**src/rtl/mmio_bus_ctrl.sv**
```systemverilog
// mmio_bus_ctrl: registered MMIO interconnect between the CPU data port and
// N_SLAVES memory-mapped slaves.
//   The region code addr[SEL_HI:SEL_LO] selects one slave (lowest index wins
//   on multiple hits). A req/ready handshake then runs with that slave.
//   Unmapped addresses and slaves that stay silent past TIMEOUT wait cycles
//   return an error response.
// Ports:
//   clk, rst_n                      clock, async active-low reset
//   cpu_req/we/addr/wdata           CPU request (sampled only in IDLE)
//   cpu_ready/rdata/err             one-cycle response strobe + held data/error
//   s_req                           one-hot slave request
//   s_we/s_addr/s_wdata             latched request, shared by all slaves
//   s_ready, s_rdata                per-slave completion and read-data slices
// Optional build macro MMIO_BUS_ERRLOG_EN adds an error log:
//   err_valid, err_addr (out), err_clr (in).
module mmio_bus_ctrl #(
  parameter int unsigned N_SLAVES = 8,
  parameter int unsigned ADDR_W   = 32,
  parameter int unsigned DATA_W   = 32,
  parameter int unsigned SEL_HI   = 31,
  parameter int unsigned SEL_LO   = 28,
  parameter logic [N_SLAVES*(SEL_HI-SEL_LO+1)-1:0] SLAVE_MAP = 32'hFEDC_2100,
  parameter logic [N_SLAVES-1:0] SLAVE_EN = 8'h7F,
  parameter int unsigned TIMEOUT  = 15
) (
  input  logic                         clk,
  input  logic                         rst_n,
  input  logic                         cpu_req,
  input  logic                         cpu_we,
  input  logic [ADDR_W-1:0]            cpu_addr,
  input  logic [DATA_W-1:0]            cpu_wdata,
  output logic                         cpu_ready,
  output logic [DATA_W-1:0]            cpu_rdata,
  output logic                         cpu_err,
  output logic [N_SLAVES-1:0]          s_req,
  output logic                         s_we,
  output logic [ADDR_W-1:0]            s_addr,
  output logic [DATA_W-1:0]            s_wdata,
  input  logic [N_SLAVES-1:0]          s_ready,
`ifdef MMIO_BUS_ERRLOG_EN
  input  logic [N_SLAVES*DATA_W-1:0]   s_rdata,
  output logic                         err_valid,
  output logic [ADDR_W-1:0]            err_addr,
  input  logic                         err_clr
`else
  input  logic [N_SLAVES*DATA_W-1:0]   s_rdata
`endif
);

  localparam int unsigned SW = SEL_HI - SEL_LO + 1;
  localparam int unsigned IW = (N_SLAVES > 1) ? $clog2(N_SLAVES) : 1;
  localparam int unsigned CW = (TIMEOUT > 0) ? $clog2(TIMEOUT + 1) : 1;

  typedef enum logic [1:0] {IDLE, ACCESS, RESP} state_t;

  state_t           state;
  logic [IW-1:0]    sel;
  logic [CW-1:0]    cnt;
  // Error responses (miss or timeout) spend one ACCESS cycle with no slave
  // selected, so they leave through the same path as a slave completion.
  logic             err_pend;

  logic             hit;
  logic [IW-1:0]    hit_idx;
  logic             sel_ready;
  logic [DATA_W-1:0] sel_rdata;
  logic [CW-1:0]    cnt_inc;
  logic             timeout_hit;

  // Region decode; scanning downwards leaves the lowest matching index.
  always_comb begin
    hit     = 1'b0;
    hit_idx = '0;
    for (int i = int'(N_SLAVES) - 1; i >= 0; i--) begin
      if (SLAVE_EN[i] && (cpu_addr[SEL_HI:SEL_LO] == SLAVE_MAP[i*SW +: SW])) begin
        hit     = 1'b1;
        hit_idx = IW'(i);
      end
    end
  end

  // Selected slave's handshake and saturating wait counter.
  always_comb begin
    sel_ready   = s_ready[sel];
    sel_rdata   = s_rdata[32'(sel)*DATA_W +: DATA_W];
    cnt_inc     = (cnt == '1) ? cnt : cnt + CW'(1);
    timeout_hit = (TIMEOUT != 0) && (32'(cnt_inc) == TIMEOUT);
  end

  // Transaction FSM with registered outputs.
  always_ff @(posedge clk or negedge rst_n) begin
    if (!rst_n) begin
      state     <= IDLE;
      sel       <= '0;
      cnt       <= '0;
      err_pend  <= 1'b0;
      cpu_ready <= 1'b0;
      cpu_rdata <= '0;
      cpu_err   <= 1'b0;
      s_req     <= '0;
      s_we      <= 1'b0;
      s_addr    <= '0;
      s_wdata   <= '0;
    end else begin
      cpu_ready <= 1'b0;
      case (state)
        IDLE: begin
          if (cpu_req) begin
            s_we     <= cpu_we;
            s_addr   <= cpu_addr;
            s_wdata  <= cpu_wdata;
            sel      <= hit_idx;
            cnt      <= '0;
            err_pend <= !hit;
            if (hit) s_req <= N_SLAVES'(1) << hit_idx;
            state    <= ACCESS;
          end
        end
        ACCESS: begin
          if (err_pend) begin
            err_pend  <= 1'b0;
            cpu_err   <= 1'b1;
            cpu_rdata <= '0;
            cpu_ready <= 1'b1;
            state     <= RESP;
          end else if (sel_ready) begin
            s_req     <= '0;
            cpu_err   <= 1'b0;
            cpu_rdata <= s_we ? '0 : sel_rdata;
            cpu_ready <= 1'b1;
            state     <= RESP;
          end else begin
            cnt <= cnt_inc;
            // Drop the request now; the error leaves on the next cycle.
            if (timeout_hit) begin
              s_req    <= '0;
              err_pend <= 1'b1;
            end
          end
        end
        RESP:    state <= IDLE;
        default: state <= IDLE;
      endcase
    end
  end

`ifdef MMIO_BUS_ERRLOG_EN
  logic log_err;
  assign log_err = (state == ACCESS) && err_pend;

  // First error is kept until cleared; a clear in the same cycle as a new
  // error lets the new one in.
  always_ff @(posedge clk or negedge rst_n) begin
    if (!rst_n) begin
      err_valid <= 1'b0;
      err_addr  <= '0;
    end else if (log_err && (!err_valid || err_clr)) begin
      err_valid <= 1'b1;
      err_addr  <= s_addr;
    end else if (err_clr) begin
      err_valid <= 1'b0;
    end
  end
`endif

endmodule

```
**config.mk**
```make
export PLATFORM = sky130hd
export DESIGN_NAME = mmio_bus_ctrl
export DESIGN_NICKNAME = d
export VERILOG_FILES = /design/src/rtl/mmio_bus_ctrl.sv
export SDC_FILE = /design/constraint.sdc
export NUM_CORES = 1
export LEC_CHECK = 0
export CAP_MARGIN = 5
export CORE_AREA = 2 2 170 172
export CTS_CLUSTER_SIZE = 28
export DETAILED_ROUTE_END_ITERATION = 12
export DIE_AREA = 0 0 172 174
export GPL_TIMING_DRIVEN = 1
export PLACE_DENSITY = 0.69
export SLEW_MARGIN = 10
export SYNTH_ARGS = -nofsm -noshare
export SYNTH_HDL_FRONTEND = slang
export SYNTH_SLANG_ARGS = --single-unit
```
**constraint.sdc**
```tcl
create_clock -name clk -period 1.91 [get_ports clk]
set_input_delay 0.191 -clock clk [delete_from_list [all_inputs] [get_ports clk]]
set_output_delay 0.191 -clock clk [all_outputs]
set_load 0.005 [all_outputs]
```
Word-level counts from Yosys, hierarchy flattened --
Index checks and enable logic that the tools add are counted. Widths: inputs -> output; s select.
Storage, ports and cells: flip-flop bits (word level) 117, bits in latches 0, memory bits (writable) 0, bits in read-only memories 0, bits of input ports 332, output and inout port bits 107, word-level logic and storage cells 82, memories kept 0
Cells by class: $add $sub $neg 1, multiply operators 0, div/mod/pow operators 0, $lt $le $gt $ge 1, equal/unequal tests 14, shift-type cells 2, muxes and demuxes 42, bitwise operators 0, reduce and logical (&&, ||, !) cells 11
Operators by type and width (number):
- $shiftx 256x9->32 | 1
- $mux 32 | 3
- $mux 8 | 5
- $eq 4x4->1 const B | 5
- $mux 3 | 6
- $mux 1 | 16
- $mux 4 | 4
- $pmux 8 s2 | 1
- $ne 2x2->1 const B | 4
- $pmux 4 s2 | 1
- $reduce_and 2->1 | 4
- $shl 1x3->8 const A | 1
- $mux 2 | 3
- $ne 3x3->1 const B | 2
- $reduce_and 5->1 | 1
- $add 4x1->4 const B | 1
- $eq 4x1->1 const B | 1
- $eq 4x2->1 const B | 1
- $logic_not 4->1 | 1
- $lt 3x4->1 const B | 1
- $pmux 2 s2 | 1
- $reduce_and 4->1 | 1
- $reduce_bool 2->1 | 2
- $bmux 1 s3 | 1
- 4 further kinds | 4

Longest topological paths before layout --
Gate-level depths: netlist (run 1).
depth after elaboration 11, mapped depth 8, gate-level depth less buffers 6

Worst setup path after synthesis (run 1) --
Ideal clock, no wire load.
kind reg2reg, start point register cnt[0], end point register s_req[0], setup time 125 ps, arrival 1918 ps, data required time 1785 ps, path slack -132 ps, stages on the path, launching flop included 8, path buffers 1, period minus slack after synthesis 2042 ps, cells stage by stage dfrtp_1 -> ha_1 -> nor4bb_1 -> a41o_1 -> o21ai_0 -> a32o_1 -> buf_2 -> mux2_2
Between the ends: word-level cells in the longest chain between the ends 5, elaborated cells between the ends (all ways) 6, classes of those cells add/sub (1); eq/ne (3); mux (1); reduce/logical (1)
Ends and longest elaborated chain:
- from (decl) | line 58 | logic [CW-1:0] cnt;
- from (signal assigned) | line 133 | cnt <= cnt_inc;
- $add 4x1->4 or $eq 4x4->1 (tied branches) | line 86 | cnt_inc = (cnt == '1) ? cnt : cnt + CW'(1);
- $mux 4 * | line 86
- $eq 4x4->1 * | line 87 | timeout_hit = (TIMEOUT != 0) && (32'(cnt_inc) == TIMEOUT);
- $ne 3x3->1 (no source line) *
- $reduce_and 5->1 (no source line) *
- to (signal assigned) | line 115 | if (hit) s_req <= N_SLAVES'(1) << hit_idx;
- to (decl) | line 35 | output logic [N_SLAVES-1:0] s_req,
Every way passes the cells marked *; elsewhere a longest branch is shown, timed or not. A chain may end at the register's enable or synchronous reset.

Worst setup path after layout (run 1) --
start point register cnt[0], end point register s_req[4]
The elaborated chain is that of the path after synthesis.

==> results of run 1 <==
## synth_stat cells (4+ instances only)
cell | instances | share of area [%]
a21oi_1 | 4 | 0.31
and2_1 | 4 | 0.39
buf_1 | 4 | 0.23
buf_2 | 11 | 0.85
clkbuf_1 | 21 | 1.2
dfrtp_1 | 117 | 45
mux2_2 | 6 | 1.0
mux2i_1 | 37 | 5.7
mux4_2 | 64 | 22
nand2_1 | 207 | 12
nand2b_1 | 4 | 0.39
nand3_1 | 4 | 0.31
nor2_1 | 7 | 0.41
o21ai_0 | 7 | 0.54
o2bb2ai_1 | 32 | 4.4
## repair_timing
item,4_1_cts,5_1_grt
pin swaps,2,6
hold buffers,1,0
endpoints found under the setup margin,6,19
resized for setup,4,19
gates cloned,0,3
hold endpoints to repair,117,0
buffers inserted,0,3
## stage by stage
| stage | worst slack [ps] | instance area [µm²] | TNS [ps] | cells |
|---|---|---|---|---|
| after floorplan | -16.6 | 6450 | -99.5 | 565 |
| final | -17.3 | 12300 | -68.9 | 1423 |
| after detailed placement | -99.5 | 11500 | -605 | 1378 |
| after global placement | -61.1 | 11500 | -363 | 1378 |
| after CTS | -1.08 | 12100 | -1.08 | 1410 |
| after global routing | -80.2 | 12300 | -697 | 1422 |
## worst reg2reg max path: stages (launching register included)
cell	delay [ps]
dfrtp_1	410
ha_4	260
nor4bb_4	150
a41o_1	210
o21ai_2	150
a32o_2	180
buf_6	140
mux2_4	300
## power groups by stage
| stage | combinational, mW | clock (mW) | sequential (mW) |
|---|---|---|---|
| 3_5_place_dp | 7.50 | 0 | 4.10 |
| 4_1_cts | 7.54 | 3.44 | 4.10 |
| 3_3_place_gp | 7.36 | 0 | 4.09 |
| 5_1_grt | 8.60 | 3.55 | 4.24 |
| 6_report | 7.94 | 3.34 | 4.10 |
| 2_1_floorplan | 3.59 | 0 | 4.08 |
## per-layer routing
metal | wire, µm | vias up
met3 | 2850 | 51
met2 | 14300 | 329
li1 | - | 2965
met1 | 11000 | 3165
met4 | 904 | 0
met5 | 0 | -
## cell families after synthesis
kind of cell	count (synthesis)	synth area share [%]
flops	117	45.4
buf+inv	45	3.36
simple gates	239	14.9
fa+ha+maj	1	0.194
compound gates	56	6.89
mux	107	29.2
## sequential cells by signal (all words and copies together) (netlist names)
name	flops
cpu_rdata	32
s_addr	32
s_wdata	32
s_req	8
cnt	4
sel	3
state	2
cpu_err	1
cpu_ready	1
err_pend	1
s_we	1
## cell usage in the layout (no fill, tap or decap), types with 3 or more instances in the layout
cell	count
a21oi_1	4
and2_1	3
buf_12	11
buf_4	25
bufinv_16	3
clkbuf_16	20
clkdlybuf4s50_1	437
dfrtp_1	114
diode_2	7
inv_1	3
mux2_4	6
mux2i_1	36
mux4_2	64
nand2_1	206
nand2b_1	4
nand3_1	4
nor2_1	7
nor2b_1	3
o21ai_0	5
o2bb2ai_1	27
o2bb2ai_2	5
## path summary, 6_finish.rpt
check / start / end / cells after the start
max: cnt[0] / s_req[4] / 7
min: cpu_wdata[12] / s_wdata[12] / 3
max reg2reg: cnt[0] / s_req[4] / 7
min reg2reg: s_wdata[10] / s_wdata[10] / 2
max in group asynchronous: rst_n / s_addr[13] / 3
min in group asynchronous: rst_n / cpu_rdata[23] / 3
## area by class of cell
type                    count  area share [%]
clock buffers              20            3.70
flip-flops and latches    117            23.8
diodes                      7           0.142
clock inverters            11            1.22
multi-input cells         403            27.7
inverters                   3          0.0912
well taps                 384            3.89
repair buffers            478            39.5
==> results.toml, run 1 <==
[global_routing]
use_met1_pct = 21.3
grt_pass1_vias = 6960
grt.total_usage_pct = 18.5
grt_max_degree = 78
antenna_found_initial = 7
grtUsageMet2_pct = 31.4
grt_busiest_layer = "met2"
overflow = 0
grt_pass1_wl_um = 41600
grtUsageMet3_pct = 6.51

[clocking]
worstSkewPairLatency_ps = 410
ctsLongestPathBuffers = 2
htreeDepth = 4
numClockSinks = 117
cts_buffers = 17
root_buffer = "clkbuf_16"
path_clk_slew_ps = 60
cts_tree = "done"

[power_and_ir_drop]
seqPwrFrac_pct = 26.7
pwr-share-clk_pct = 21.7
peakVddDrop_mv = 0.634
p_comb_share_pct = 51.6
internal_power_mw = 10.2
p_leak_nw = 5.05
total_power_mw = 15.4
p_switching_mw = 5.14
power_density_nw_per_um2 = 1250
swShare_pct = 33.4

[floorplanning]
die_x_um = 172
design.die.area_um2 = 29900
core_area_um2 = 28200
fp.dieH_um = 174
initial_core_util_pct = 22.8
pin_count = 439
rows = 62

[cells_and_area]
multi_input_area_um2 = 3420
n_fill_cell = 2709
nets = 1353
drive_above_1_share_pct = 15.6
seq_area_um2 = 2930
area_delta_synth_final_pct = 91.7
finalCoreUtilization_pct = 43.7

[worst_setup_path]
critPathMaxFanout = 8
regToRegSetupSlack_ps = -20
path_buf_inv = 1
critPathTopFamily = "compound AO/OA/AOI/OAI gates"
setup.worst_path.start_class = "register"
crit_type = "reg2reg"
end_kind = "register"
cp_cell_sequence = "ha_4 -> nor4bb_4 -> a41o_1 -> o21ai_2 -> a32o_2 -> buf_6 -> mux2_4"
cpMaxStageDelayCell = "dfrtp_1"
cpPeakStageDelay_ps = 410
arrival_ps = 2220
critPathRequiredTime_ps = 2200

[route]
drtIter0Drc = 313
wl_um = 29000
drcViolationCount = 0
num_vias = 6510
first_pass_iters = 5
detail_route.wl_per_cell_um = 20.4
via_per_inst = 4.57
ant_nets = 0

[timing]
fin_crit_sh_pct = 101
fin_ws_ps = -17.3
period_minus_slack_ps = 1930
slew_viol_final = 0
rsz0062_at_grt = "yes"
skew_ps = 7.49
setup_viol = 6
fmax_ghz = 0.519
slew_headroom_pct = 61.4
tightestPinTransition_ps = 579
hold_viol_final = 0
holdWs_ps = 299

[status]
status = "complete, but fails checks"
violations = "negative setup slack"

[worst_hold_path]
hp-class = "in2reg"

[synthesis]
synth_edf_count = 0
synth_async_sr_flop_share_pct = 100
synth_area_um2 = 6440
syn_inst = 565
synth_cell_types = 37
ys_seq_area_share_pct = 45.4
synth-seq-cells = 117
avgSynthCellArea_um2 = 11.4
synth_ff_type = "dfrtp_1"
yosys_warnings = 0
syn-num-nets = 898

[place]
gp_congestion = 0.862
place_hpwl_um = 22300
portBuffers = 438

[run]
cap_viol_max_count = 0
No activity file was read; power rests on OpenSTA's default activity.
==> run 2, diff against run 1 <==
--- a/config.mk
+++ b/config.mk
@@ -12,6 +12,7 @@
 export DIE_AREA = 0 0 172 174
 export GPL_TIMING_DRIVEN = 1
 export PLACE_DENSITY = 0.69
+export SKIP_CTS_REPAIR_TIMING = 1
 export SLEW_MARGIN = 10
 export SYNTH_ARGS = -nofsm -noshare
 export SYNTH_HDL_FRONTEND = slang
==> results.toml, run 2 (same netlist as run 1, synthesis figures left out) <==
[status]
status = "finished, final reports clean"

[power_and_ir_drop]
power_density_nw_per_um2 = 1250
internal_power_mw = 10.3
p_leak_nw = 5.06
seqPwrFrac_pct = 26.6
swShare_pct = 33.5
p_comb_share_pct = 51.7
p_switching_mw = 5.15
pwr-share-clk_pct = 21.7
peakVddDrop_mv = 0.634

[global_routing]
grt_max_degree = 78
grt_pass1_vias = 6941
grt_pass1_wl_um = 41500
grt.total_usage_pct = 18.5
overflow = 0
antenna_found_initial = 7

[run]
cap_viol_max_count = 0

[timing]
fin_ws_ps = 2.91
period_minus_slack_ps = 1910
slew_headroom_pct = 60.8
setup_viol = 0
fmax_ghz = 0.524
skew_ps = 7.47
finalSetupTns_ps = 0
hold_viol_final = 0
holdWs_ps = 299
fin_crit_sh_pct = 99.8
slew_viol_final = 0
tightestPinTransition_ps = 588
rsz0062_at_grt = "yes"

[worst_hold_path]
worstHoldPathCells = 3
hp-class = "in2reg"

[route]
wl_um = 29000
num_vias = 6518
drcViolationCount = 0
detail_route.wl_per_cell_um = 20.4
drtIter0Drc = 336
via_per_inst = 4.58
ant_nets = 0
first_pass_iters = 4

[worst_setup_path]
end_kind = "register"
arrival_ps = 2200
rr_worst_depth = 7
critPathRequiredTime_ps = 2200
critPathMaxFanout = 8
crit_type = "reg2reg"
setup.worst_path.start_class = "register"

[floorplanning]
core_area_um2 = 28200
die_x_um = 172
rows = 62
fp.dieH_um = 174
pin_count = 439
initial_core_util_pct = 22.8
design.die.area_um2 = 29900

[place]
portBuffers = 438
place_ws_ps = -99.5
gp_congestion = 0.862
place_hpwl_um = 22300
place_inst = 1378
dpl-instance-area_um2 = 11500

[cells_and_area]
top_regs = "cpu_rdata (32), s_addr (32), s_wdata (32)"
area_delta_synth_final_pct = 92.0
nets = 1354
instances_no_fill = 1424
final_cell_mix = "437 x clkdlybuf4s50_1, 206 x nand2_1, 114 x dfrtp_1"
final_common_cell = "clkdlybuf4s50_1"
postLayoutCellArea_um2 = 12400
drive_above_1_share_pct = 15.7
n_fill_cell = 2710

[clocking]
worstSkewPairLatency_ps = 410
cts_buffers = 17
path_clk_slew_ps = 60
htreeDepth = 4
numClockSinks = 117
cts_tree = "done"
ctsLongestPathBuffers = 2
root_buffer = "clkbuf_16"
## run 2: final timing paths
kind / start / to / slack [ps]
max in group asynchronous: rst_n / s_addr[13] / 1130
min in group asynchronous: rst_n / cpu_rdata[23] / 310
worst min register to register: s_wdata[10] / s_wdata[10] / 470
worst min-delay path: cpu_wdata[12] / s_wdata[12] / 300
worst max-delay path: cnt[0] / s_req[4] / 3
worst max register to register: cnt[0] / s_req[4] / 3
## run 2: critical path: stages, from the launching register on
cell	delay, ps
dfrtp_1	410
ha_4	260
nor4bb_4	150
a41o_1	210
o21ai_2	130
a32o_2	190
buf_6	140
mux2_4	300
## run 2: stage by stage
| stage | power (mW) | util (%) |
|---|---|---|
| floorplan | 7.66 | - |
| global placement | 11.5 | 40.7 |
| detailed placement | 11.6 | 40.7 |
| CTS | 15.0 | 42.9 |
| global route | 16.4 | 43.8 |
| finish | 15.4 | 43.8 |
## run 2: final cells by class
class                      count  area, µm²  share of cell area (%)
clock inverter                11        150                    1.21
tap                          384        480                    3.88
sequential                   117       2930                    23.7
timing repair buffer         479       4890                    39.5
inverter                       3       11.3                  0.0910
antenna                        7       17.5                   0.142
clock buffer                  20        457                    3.69
multi-input combinational    403       3430                    27.7
## run 2: layer usage
layer  vias up  GRT usage, %  share of wire (%)
li1       2968             -                  -
met1      3173          21.3                 38
met2       330          31.2                 49
met3        47          6.51                9.9
met4         0          7.21                3.0
met5         -             0                  0
## run 2: power by group through the flow
stage | Sequential (mW) | Clock, mW | Combinational (mW)
after global routing | 4.24 | 3.55 | 8.61
after floorplan | 4.08 | 0 | 3.59
after CTS | 4.09 | 3.44 | 7.51
after detailed placement | 4.10 | 0 | 7.50
final | 4.10 | 3.34 | 7.96
after global placement | 4.09 | 0 | 7.36
==> run 3, diff against run 2 <==
--- a/config.mk
+++ b/config.mk
@@ -10,7 +10,8 @@
 export CTS_CLUSTER_SIZE = 28
 export DETAILED_ROUTE_END_ITERATION = 12
 export DIE_AREA = 0 0 172 174
-export GPL_TIMING_DRIVEN = 1
+export GPL_ROUTABILITY_DRIVEN = 0
+export GPL_TIMING_DRIVEN = 0
 export PLACE_DENSITY = 0.69
 export SKIP_CTS_REPAIR_TIMING = 1
 export SLEW_MARGIN = 10
==> results.toml, run 3 (same netlist as run 1, synthesis figures left out) <==
[status]
status = "complete, but fails checks"
violations = "negative setup slack"

[timing]
fmax_ghz = 0.495
hold_viol_final = 0
slew_headroom_pct = 42.6
setup_viol = 36
slew_viol_final = 0
tightestPinTransition_ps = 862
finalSetupTns_ps = -3150
period_minus_slack_ps = 2020
rsz0062_at_grt = "yes"
fin_ws_ps = -109
fin_crit_sh_pct = 106
skew_ps = 10.0

[cells_and_area]
n_fill_cell = 2682
final_cell_mix = "437 x clkdlybuf4s50_1, 207 x nand2_1, 115 x dfrtp_1"
area_delta_synth_final_pct = 94.2
top_regs = "cpu_rdata (32), s_addr (32), s_wdata (32)"
drive_above_1_share_pct = 17.1
instances_no_fill = 1436
nets = 1366
postLayoutCellArea_um2 = 12500
final_common_cell = "clkdlybuf4s50_1"

[power_and_ir_drop]
peakVddDrop_mv = 0.641
power_density_nw_per_um2 = 1280
total_power_mw = 16.0
p_leak_nw = 5.08

[clocking]
path_clk_slew_ps = 60
worstSkewPairLatency_ps = 420
root_buffer = "clkbuf_16"
ctsLongestPathBuffers = 2
cts_buffers = 17
cts_tree = "done"
htreeDepth = 4
numClockSinks = 117

[floorplanning]
design.die.area_um2 = 29900
pin_count = 439
rows = 62
core_area_um2 = 28200
initial_core_util_pct = 22.8
fp.dieH_um = 174
die_x_um = 172

[global_routing]
overflow = 0
grt_pass1_vias = 6936
grt_max_degree = 78
antenna_found_initial = 7
grt.total_usage_pct = 19.8
grt_pass1_wl_um = 43300

[place]
dpl-instance-area_um2 = 11300
place_hpwl_um = 24300
portBuffers = 438
place_inst = 1388

[worst_setup_path]
r2r_end = "cpu_rdata[1]"
cpMostUsedCell = "buf_8"
cpPeakStageDelay_ps = 390
r2r-start = "sel[0]"
setup.worst_path.start_class = "register"
cp_cell_sequence = "buf_12 -> mux2i_2 -> a22oi_2 -> nand3_2 -> or3_4 -> buf_8 -> buf_8 -> o2bb2ai_2"
rr_worst_depth = 8
arrival_ps = 2370
end_kind = "register"
critPathRequiredTime_ps = 2260
regToRegSetupSlack_ps = -110
path_buf_inv = 3
cpMaxStageDelayCell = "dfrtp_1"
crit_type = "reg2reg"
critPathMaxFanout = 10
critPathTopFamily = "simple AND/OR/NAND/NOR gates"

[route]
via_per_inst = 4.65
num_vias = 6672
ant_nets = 0
first_pass_iters = 4
detail_route.wl_per_cell_um = 21.6
drcViolationCount = 0
drtIter0Drc = 474
wl_um = 31000

[worst_hold_path]
hp-class = "in2async"

[run]
cap_viol_max_count = 0
## run 3: cell count changes in the layout (fill, tap and decap cells not counted), sizes merged
| cell | before | now |
|---|---|---|
| clkbuf | 23 | 41 |
| buf | 38 | 32 |
| bufinv | 3 | 6 |
| clkinv | 4 | 2 |
| inv | 5 | 4 |
## run 3: layer usage
layer  track usage (%)  vias up  routed length, µm
met3              6.47       54               3060
met5                 0        -                  0
met2              34.6      350              15900
met1              22.2     3284              11200
li1                  -     2984                  -
met4              7.46        0                903
## run 3: worst max-delay path by stage
stage           start       endpoint  slack [ps]  cells after the start
2_1_floorplan  cnt[0]       s_req[0]         -20                      7
3_3_place_gp    rst_n    s_wdata[15]       -4350                      1
3_5_place_dp   sel[0]  cpu_rdata[15]        -610                      7
4_1_cts        sel[0]  cpu_rdata[18]        -680                      7
5_1_grt        sel[0]   cpu_rdata[1]        -180                      8
6_report       sel[0]   cpu_rdata[1]        -110                      8
## run 3: cell type report
class / instances / area (µm²) / share of cell area [%]
Sequential cell: 117 / 2930 / 23.4
Inverter: 3 / 11.3 / 0.0900
Tap cell: 384 / 480 / 3.84
Clock inverter: 11 / 221 / 1.77
Timing Repair Buffer: 451 / 4510 / 36.0
Buffer: 40 / 327 / 2.61
Multi-Input combinational cell: 403 / 3550 / 28.4
Antenna cell: 7 / 17.5 / 0.140
Clock buffer: 20 / 467 / 3.73
## run 3: worst reg2reg max path, stage by stage (launching register included)
cell	delay (ps)
dfrtp_1	390
buf_12	140
mux2i_2	160
a22oi_2	300
nand3_2	130
or3_4	370
buf_8	160
buf_8	150
o2bb2ai_2	150
## run 3: through the flow
stage | utilization, % | setup slack, ps | hold WS (ps)
finish | 44.3 | -109 | 239
global route | 44.3 | -185 | 274
CTS | 42.6 | -682 | -321
detailed placement | 40.2 | -614 | 136
global placement | 40.1 | -4350 | 457
floorplan | - | -16.6 | -105
## run 3: power by group
group	leakage, nW	internal [mW]	switching [mW]
Sequential	1.49	3.47	0.646
Clock	0.329	2.56	1.31
Combinational	3.26	4.57	3.49
Total	5.08	10.6	5.44
